<file path="config.mk">
export PLATFORM = sky130hd
export DESIGN_NAME = instr_encoder
export DESIGN_NICKNAME = d
export VERILOG_FILES = /design/src/rtl/instr_encoder.sv
export SDC_FILE = /design/constraint.sdc
export NUM_CORES = 1
export LEC_CHECK = 0
export CAP_MARGIN = 20
export CORE_ASPECT_RATIO = 0.7
export CORE_MARGIN = 3
export CORE_UTILIZATION = 37
export DETAILED_ROUTE_END_ITERATION = 6
export GPL_ROUTABILITY_DRIVEN = 0
export GPL_TIMING_DRIVEN = 0
export PLACE_DENSITY = 0.78
export SLEW_MARGIN = 20
export SYNTH_ARGS = -nofsm -noshare
export SYNTH_HDL_FRONTEND = slang
export SYNTH_SLANG_ARGS = --single-unit
</file>
<file path="constraint.sdc">
create_clock -name clk -period 1.55 [get_ports clk]
set_input_delay 0.31 -clock clk [delete_from_list [all_inputs] [get_ports clk]]
set_output_delay 0.31 -clock clk [all_outputs]
set_load 0.01 [all_outputs]
</file>
<file path="src/rtl/instr_encoder.sv">
// Packs per-field instruction bundles into 16-bit words and emits them with a sequential program address.
// Optional saturating reject counter is enabled by defining ENC_ERR_CNT_EN.
module instr_encoder #(
    parameter int          ADDR_W    = 8,
    parameter int unsigned BASE_ADDR = 0,
    parameter int          ERR_CNT_W = 8
) (
    input  logic                 clk,
    input  logic                 resetn,
    input  logic                 restart,
    input  logic                 in_valid,
    output logic                 in_ready,
    input  logic [2:0]           opcode,
    input  logic [1:0]           op,
    input  logic [2:0]           rn,
    input  logic [2:0]           rd,
    input  logic [2:0]           rm,
    input  logic [1:0]           shift,
    input  logic [15:0]          imm,
    output logic                 out_valid,
    input  logic                 out_ready,
    output logic [15:0]          out_data,
    output logic [ADDR_W-1:0]    out_addr,
    output logic                 err,
    output logic [1:0]           err_code,
    output logic [ERR_CNT_W-1:0] err_cnt
);

    localparam logic [ADDR_W-1:0] BASE = ADDR_W'(BASE_ADDR);

    logic              out_valid_q, out_valid_d;
    logic [15:0]       out_data_q, out_data_d;
    logic [ADDR_W-1:0] out_addr_q, out_addr_d;
    logic              err_q, err_d;
    logic [1:0]        err_code_q, err_code_d;

    logic [15:0] word_c;
    logic        illegal_c, range_c, reject_c;
    logic        imm8_ok, imm5_ok;
    logic        accept_c, xfer_c;

    // Sign-extension check: all bits above the field must match its sign bit.
    assign imm8_ok = (imm[15:7] == '0) || (imm[15:7] == '1);
    assign imm5_ok = (imm[15:4] == '0) || (imm[15:4] == '1);

    always_comb begin
        word_c    = {opcode, op, 11'b0};
        illegal_c = 1'b0;
        range_c   = 1'b0;
        case (opcode)
            3'b000: illegal_c = 1'b1;
            3'b001: begin
                word_c[10:0] = {rn, imm[7:0]};
                range_c      = !imm8_ok;
            end
            3'b010: begin
                if (op == 2'b11) begin
                    word_c[10:0] = {rn, imm[7:0]};
                    range_c      = !imm8_ok;
                end else begin
                    word_c[10:0] = {rn, rd, 2'b00, rm};
                end
            end
            3'b011, 3'b100: begin
                word_c[10:0] = {rn, rd, imm[4:0]};
                range_c      = !imm5_ok;
            end
            3'b101: word_c[10:0] = {rn, rd, shift, rm};
            3'b110: begin
                case (op)
                    2'b10: begin
                        word_c[10:0] = {rn, imm[7:0]};
                        range_c      = !imm8_ok;
                    end
                    2'b00:   word_c[10:0] = {3'b000, rd, shift, rm};
                    default: illegal_c = 1'b1;
                endcase
            end
            default: word_c[10:0] = 11'b0;
        endcase
        reject_c = illegal_c || range_c;
    end

    // valid/ready: a transfer happens on any edge where valid and ready are both high;
    // the producer holds its data stable until then, and ready never depends on valid.
    assign in_ready = !out_valid_q || out_ready;
    assign accept_c = in_valid && in_ready && !restart;
    assign xfer_c   = out_valid_q && out_ready;

    always_comb begin
        out_valid_d = out_valid_q;
        out_data_d  = out_data_q;
        out_addr_d  = out_addr_q;
        err_d       = 1'b0;
        err_code_d  = err_code_q;
        if (xfer_c) begin
            out_valid_d = 1'b0;
            out_addr_d  = out_addr_q + 1'b1;
        end
        if (accept_c) begin
            if (reject_c) begin
                err_d      = 1'b1;
                err_code_d = illegal_c ? 2'b01 : 2'b10;
            end else begin
                out_valid_d = 1'b1;
                out_data_d  = word_c;
            end
        end
        if (restart) begin
            out_valid_d = 1'b0;
            out_data_d  = '0;
            out_addr_d  = BASE;
            err_d       = 1'b0;
        end
    end

    always_ff @(posedge clk) begin
        if (!resetn) begin
            out_valid_q <= 1'b0;
            out_data_q  <= '0;
            out_addr_q  <= BASE;
            err_q       <= 1'b0;
            err_code_q  <= 2'b00;
        end else begin
            out_valid_q <= out_valid_d;
            out_data_q  <= out_data_d;
            out_addr_q  <= out_addr_d;
            err_q       <= err_d;
            err_code_q  <= err_code_d;
        end
    end

    assign out_valid = out_valid_q;
    assign out_data  = out_data_q;
    assign out_addr  = out_addr_q;
    assign err       = err_q;
    assign err_code  = err_code_q;

`ifdef ENC_ERR_CNT_EN
    logic [ERR_CNT_W-1:0] err_cnt_q, err_cnt_d;

    always_comb begin
        err_cnt_d = err_cnt_q;
        if (accept_c && reject_c && (err_cnt_q != '1)) begin
            err_cnt_d = err_cnt_q + 1'b1;
        end
    end

    always_ff @(posedge clk) begin
        if (!resetn) begin
            err_cnt_q <= '0;
        end else begin
            err_cnt_q <= err_cnt_d;
        end
    end

    assign err_cnt = err_cnt_q;
`else
    assign err_cnt = '0;
`endif

endmodule

</file>
# Word level (Yosys, flattened, before mapping)
# Index checks and enable logic that the tools add are counted.
# W data, S select, Z words.
# word_totals
reg_bits	28
input_bits	37
output_inout_bits	37
word_cells	53
# classes
addsub	1
n_eq_ne	10
mux	13
n_bitwise	3
n_reduce_logical	21
# ops
operator	count
$pmux W11 S5	1
$pmux W11 S2	1
$eq A12 B12 Y1 const B	1
$logic_not A12 Y1	1
$eq A3 B3 Y1 const B	3
$eq A9 B9 Y1 const B	1
$logic_not A9 Y1	1
$add A8 B1 Y8 const B	1
$mux W8	1
$mux W1	7
$eq A3 B2 Y1 const B	2
$reduce_or A2 Y1	3
$eq A2 B2 Y1 const B	2
$logic_not A1 Y1	4
$logic_or A1 B1 Y1	4
$pmux W1 S4	1
$reduce_and A2 Y1	2
$eq A3 B1 Y1 const B	1
$logic_and A1 B1 Y1	3
$logic_not A3 Y1	1
$not A1 Y1	3
$reduce_or A3 Y1	1
$logic_not A2 Y1	1
$mux W2	1
$pmux W1 S2	1

# Longest topological paths before layout
# Gate-level depths: netlist of the first run.
# logic_depth
ltp_word	8
mapped_depth	9
mapped_depth_nobuf	5

# Least setup slack after synthesis of the first run
# No wires, ideal clock.
# synth_path
kind	flip-flop to flip-flop
startpoint	register out_valid_q (netlist: out_valid)
endpoint	register out_data_q[0] (netlist: out_data[0])
setup_ns	0.080
t_arrival_ns	1.635
required_time_ns	1.470
path_slack_ns	-0.165
stages_incl_launch_ff	9
path_buffers	3
synth_period_minus_slack_ns	1.715
cell_sequence	dfxtp_1 nand2b_1 and3b_1 and2_4 buf_6 and3_4 buf_6 buf_12 a211oi_2
# synth_between
elab_chain_len	5
# synth_rtl
element	line	rtl
start, declared	31	logic out_valid_q, out_valid_d;
start signal, assigned	125	out_valid_q <= out_valid_d;
$logic_not A1 Y1	86	assign in_ready = !out_valid_q || out_ready;
$logic_or A1 B1 Y1	86	
net in_ready	12	output logic in_ready,
$logic_and A1 B1 Y1 (2 in series)	87	assign accept_c = in_valid && in_ready && !restart;
$reduce_and A2 Y1 (no source line)	--	
end signal, assigned	126	out_data_q <= out_data_d;
end, declared	32	logic [15:0] out_data_q, out_data_d;
# The timed path passes the listed nets, and every way through them passes these cells.
# A chain may end at the register's enable or synchronous reset.

# Final worst setup path of the first run
# layout_path
startpoint	input resetn
endpoint	register out_data_q[11] (netlist: out_data[11])
# layout_between
elab_chain_len	2
# layout_rtl
element	line	rtl
start, declared	9	input logic resetn,
$not A1 Y1 (no source line)	--	
$reduce_or A2 Y1 (no source line)	--	
# Every way passes these cells.

==> results of run 1 <==
## flip-flops by register name, indices dropped and copies added, names as in the netlist
name and cells:
err 1, err_code 2, out_addr 8, out_data 16, out_valid 1
## worst min path at each step
stage,startpoint,end,slack [ns],cells after the start
2_1_floorplan,resetn,err,0.43,2
3_3_place_gp,out_data[9],out_data[9],0.45,2
3_5_place_dp,out_data[15],out_data[15],0.45,2
4_1_cts,op[0],out_data[11],0.37,3
5_1_grt,op[0],out_data[11],0.38,3
6_report,op[0],out_data[11],0.37,3
## logic make-up after synthesis
| logic type | Yosys count | share of synthesized area (%) |
|---|---|---|
| XOR/XNOR | 7 | 3.74 |
| other | 1 | 0.229 |
| AND/OR/NAND/NOR | 73 | 23.0 |
| adder cells (fa/ha/maj) | 2 | 1.37 |
| AO/OA/AOI/OAI | 45 | 22.1 |
| flip-flops | 28 | 34.2 |
| multiplexers | 8 | 4.89 |
| buffers and inverters | 26 | 10.5 |
## critical path, cell delays in order
cell	delay [ns]
clkdlybuf4s50_1	0.58
nor2b_1	0.40
clkbuf_2	0.29
nand2_1	0.08
mux2i_1	0.14
## repair_timing
action,in CTS,in global routing
buffers inserted,12,1
endpoints found under the setup margin,31,24
gates resized for setup,83,5
hold endpoints to repair,0,0
pin swaps,10,5
gates cloned,1,0
## per-layer routing
| layer | global-route usage, % | part of all wire (%) | wire length [µm] |
|---|---|---|---|
| met5 | 0 | 0 | 0 |
| met4 | 2.71 | 0.40 | 19 |
| met3 | 4.95 | 6.3 | 297 |
| met2 | 29.5 | 44 | 2080 |
| met1 | 25.2 | 49 | 2340 |
## where the power goes
group	internal, mW	total, mW	switching (mW)
clock network	0.174	0.374	0.200
logic	0.218	0.409	0.191
registers	0.731	0.739	0.00796
## Yosys cell counts (2+ instances only)
library cell,count
a211oi_2,8
a21o_1,2
a21oi_1,6
a22oi_1,3
a31oi_1,10
a32oi_1,3
and2_1,2
buf_2,4
buf_4,10
buf_6,2
clkbuf_1,3
dfxtp_1,28
inv_1,6
mux2i_1,8
nand2_1,23
nand2b_1,4
nand3_1,11
nand4_1,3
nor2_1,12
nor2b_1,3
nor3_1,3
o211a_1,2
o21ai_0,7
or3_1,2
xnor2_1,3
xor2_1,4
## final cells by class
type                    instances  area share [%]
plain buffers                  17            5.62
clock buffers                   3            1.61
inverters                       6           0.879
multi-input cells             143            38.5
flip-flops and latches         28            22.2
well taps                      52            2.54
repair buffers                 77            28.6
==> run_results.csv, run 1 <==
group,metric,value,unit
cells_and_area,regArea,569,µm²
logic_synthesis,yosys_warnings,0,
cells_and_area,n_antenna_cell,0,
critical_path,r2r-end,"out_data[9]",
critical_path,critical_path_peak_fanout,10,
critical_path,r2r_slack,0.10,ns
detailed_routing,antenna_left,0,
cts,clock_latency,0.26,ns
cts,cts_buffer_depth,2,
logic_synthesis,ys_seq_area_share,34.2,%
detailed_routing,viasPerCell,5.02,
sta,tns,-0.213,ns
sta,setup-violations-final,8,
logic_synthesis,synth_top_area_share,34.2,%
cells_and_area,syn_to_final_growth,56.5,%
logic_synthesis,synth_area_leaders,"dfxtp_1, a211oi_2, nand2_1",
sta,fmax,624,MHz
global_route,grt_max_degree,15,
placed_design,dp.cells,313,
sta,skew,0.00363,ns
cells_and_area,layout-drive-gt1-share,27.7,%
global_route,antenna_found_initial,0,
cells_and_area,multi_input_area,987,µm²
detailed_routing,drcViolationCount,0,
cts,cts_tree,"done",
die,start_util,40.1,%
cells_and_area,fill_cells,351,
detailed_routing,wirelength,4.73,mm
logic_synthesis,synth_ff_type,"dfxtp_1",
logic_synthesis,synth_area,1640,µm²
cts,cts_hold_buf,0,
sta,drv_slew,0,
sta,period_minus_slack,1.60,ns
global_route,grt_usage,18.3,%
cts,clk_pin_slew,0.08,ns
critical_path,worstSetupStartpointType,"primary input",
logic_synthesis,avgSynthCellArea,8.62,µm²
critical_path,r2r-start,"out_valid",
die,coreArea,4090,µm²
cells_and_area,layout_common_cells,"clkdlybuf4s50_1, nand2_1, dfxtp_1",
cells_and_area,final_cell_area,2560,µm²
critical_path,crit_type,"in -> reg",
placed_design,dp.final_hpwl,3.52,mm
cts,numCtsBuffers,3,
logic_synthesis,synth_edf_count,0,
die,dieArea,5270,µm²
flow_run,maxCapViolations,0,
die,die_x,85.5,µm
sta,grt_setup_unrepaired,"yes",
global_route,overflow,0,
min_path,hold_class,"in -> reg",
power_and_ir_drop,finalPower,1.52,mW
power_and_ir_drop,p_per_area,594,nW/µm²
placed_design,place_area,2390,µm²
critical_path,startpoint,"resetn",
logic_synthesis,synth.distinct_cells,44,
placed_design,portBuffers,64,
detailed_routing,detail_route.wl_per_cell,14.5,µm
critical_path,end_kind,"flop",
cells_and_area,fin_cells,326,
critical_path,arrival,1.79,ns
outcome,status,"complete, but fails checks",
detailed_routing,num_vias,1637,
logic_synthesis,synth-seq-cells,28,
critical_path,cp.required,1.74,ns
power_and_ir_drop,peakVddDrop,0.462,mV
critical_path,rr_worst_depth,6,
outcome,violations,"setup timing",
cts,cts_root_buf,"clkbuf_8",
sta,hold_viol,0,
die,rows,19,
die,boundaryPins,74,
detailed_routing,drt-initial-drc-count,86,
cells_and_area,layout_commonest_cell,"clkdlybuf4s50_1",
sta,worst_slack,-0.0525,ns
cells_and_area,final_util,62.7,%
detailed_routing,dr.pass1.iters,4,
placed_design,dp_slack,-0.933,ns
power_and_ir_drop,p_leak,1.02,nW
sta,timing.final.crit_share,103,%
logic_synthesis,async_reset_ff_share,0,%
cts,clock-sinks,28,
cts,htreeDepth,1,
critical_path,worstSetupEndpoint,"out_data[11]",
die,die_height,61.7,µm
global_route,grt_pass1_vias,1532,
cells_and_area,finalNetCount,314,
sta,hold_slack,0.374,ns
logic_synthesis,netlist_instances,190,
global_route,grt_pass1_wl,7.60,mm
logic_synthesis,synth_largest_area_cell,"dfxtp_1",
No activity file was read; power rests on OpenSTA's default activity.
==> run 2, diff against run 1 <==
Settings changed: CAP_MARGIN 20 to 10.
==> results of run 2 <==
Final layout, timing and power as in run 1 (identical DEF).
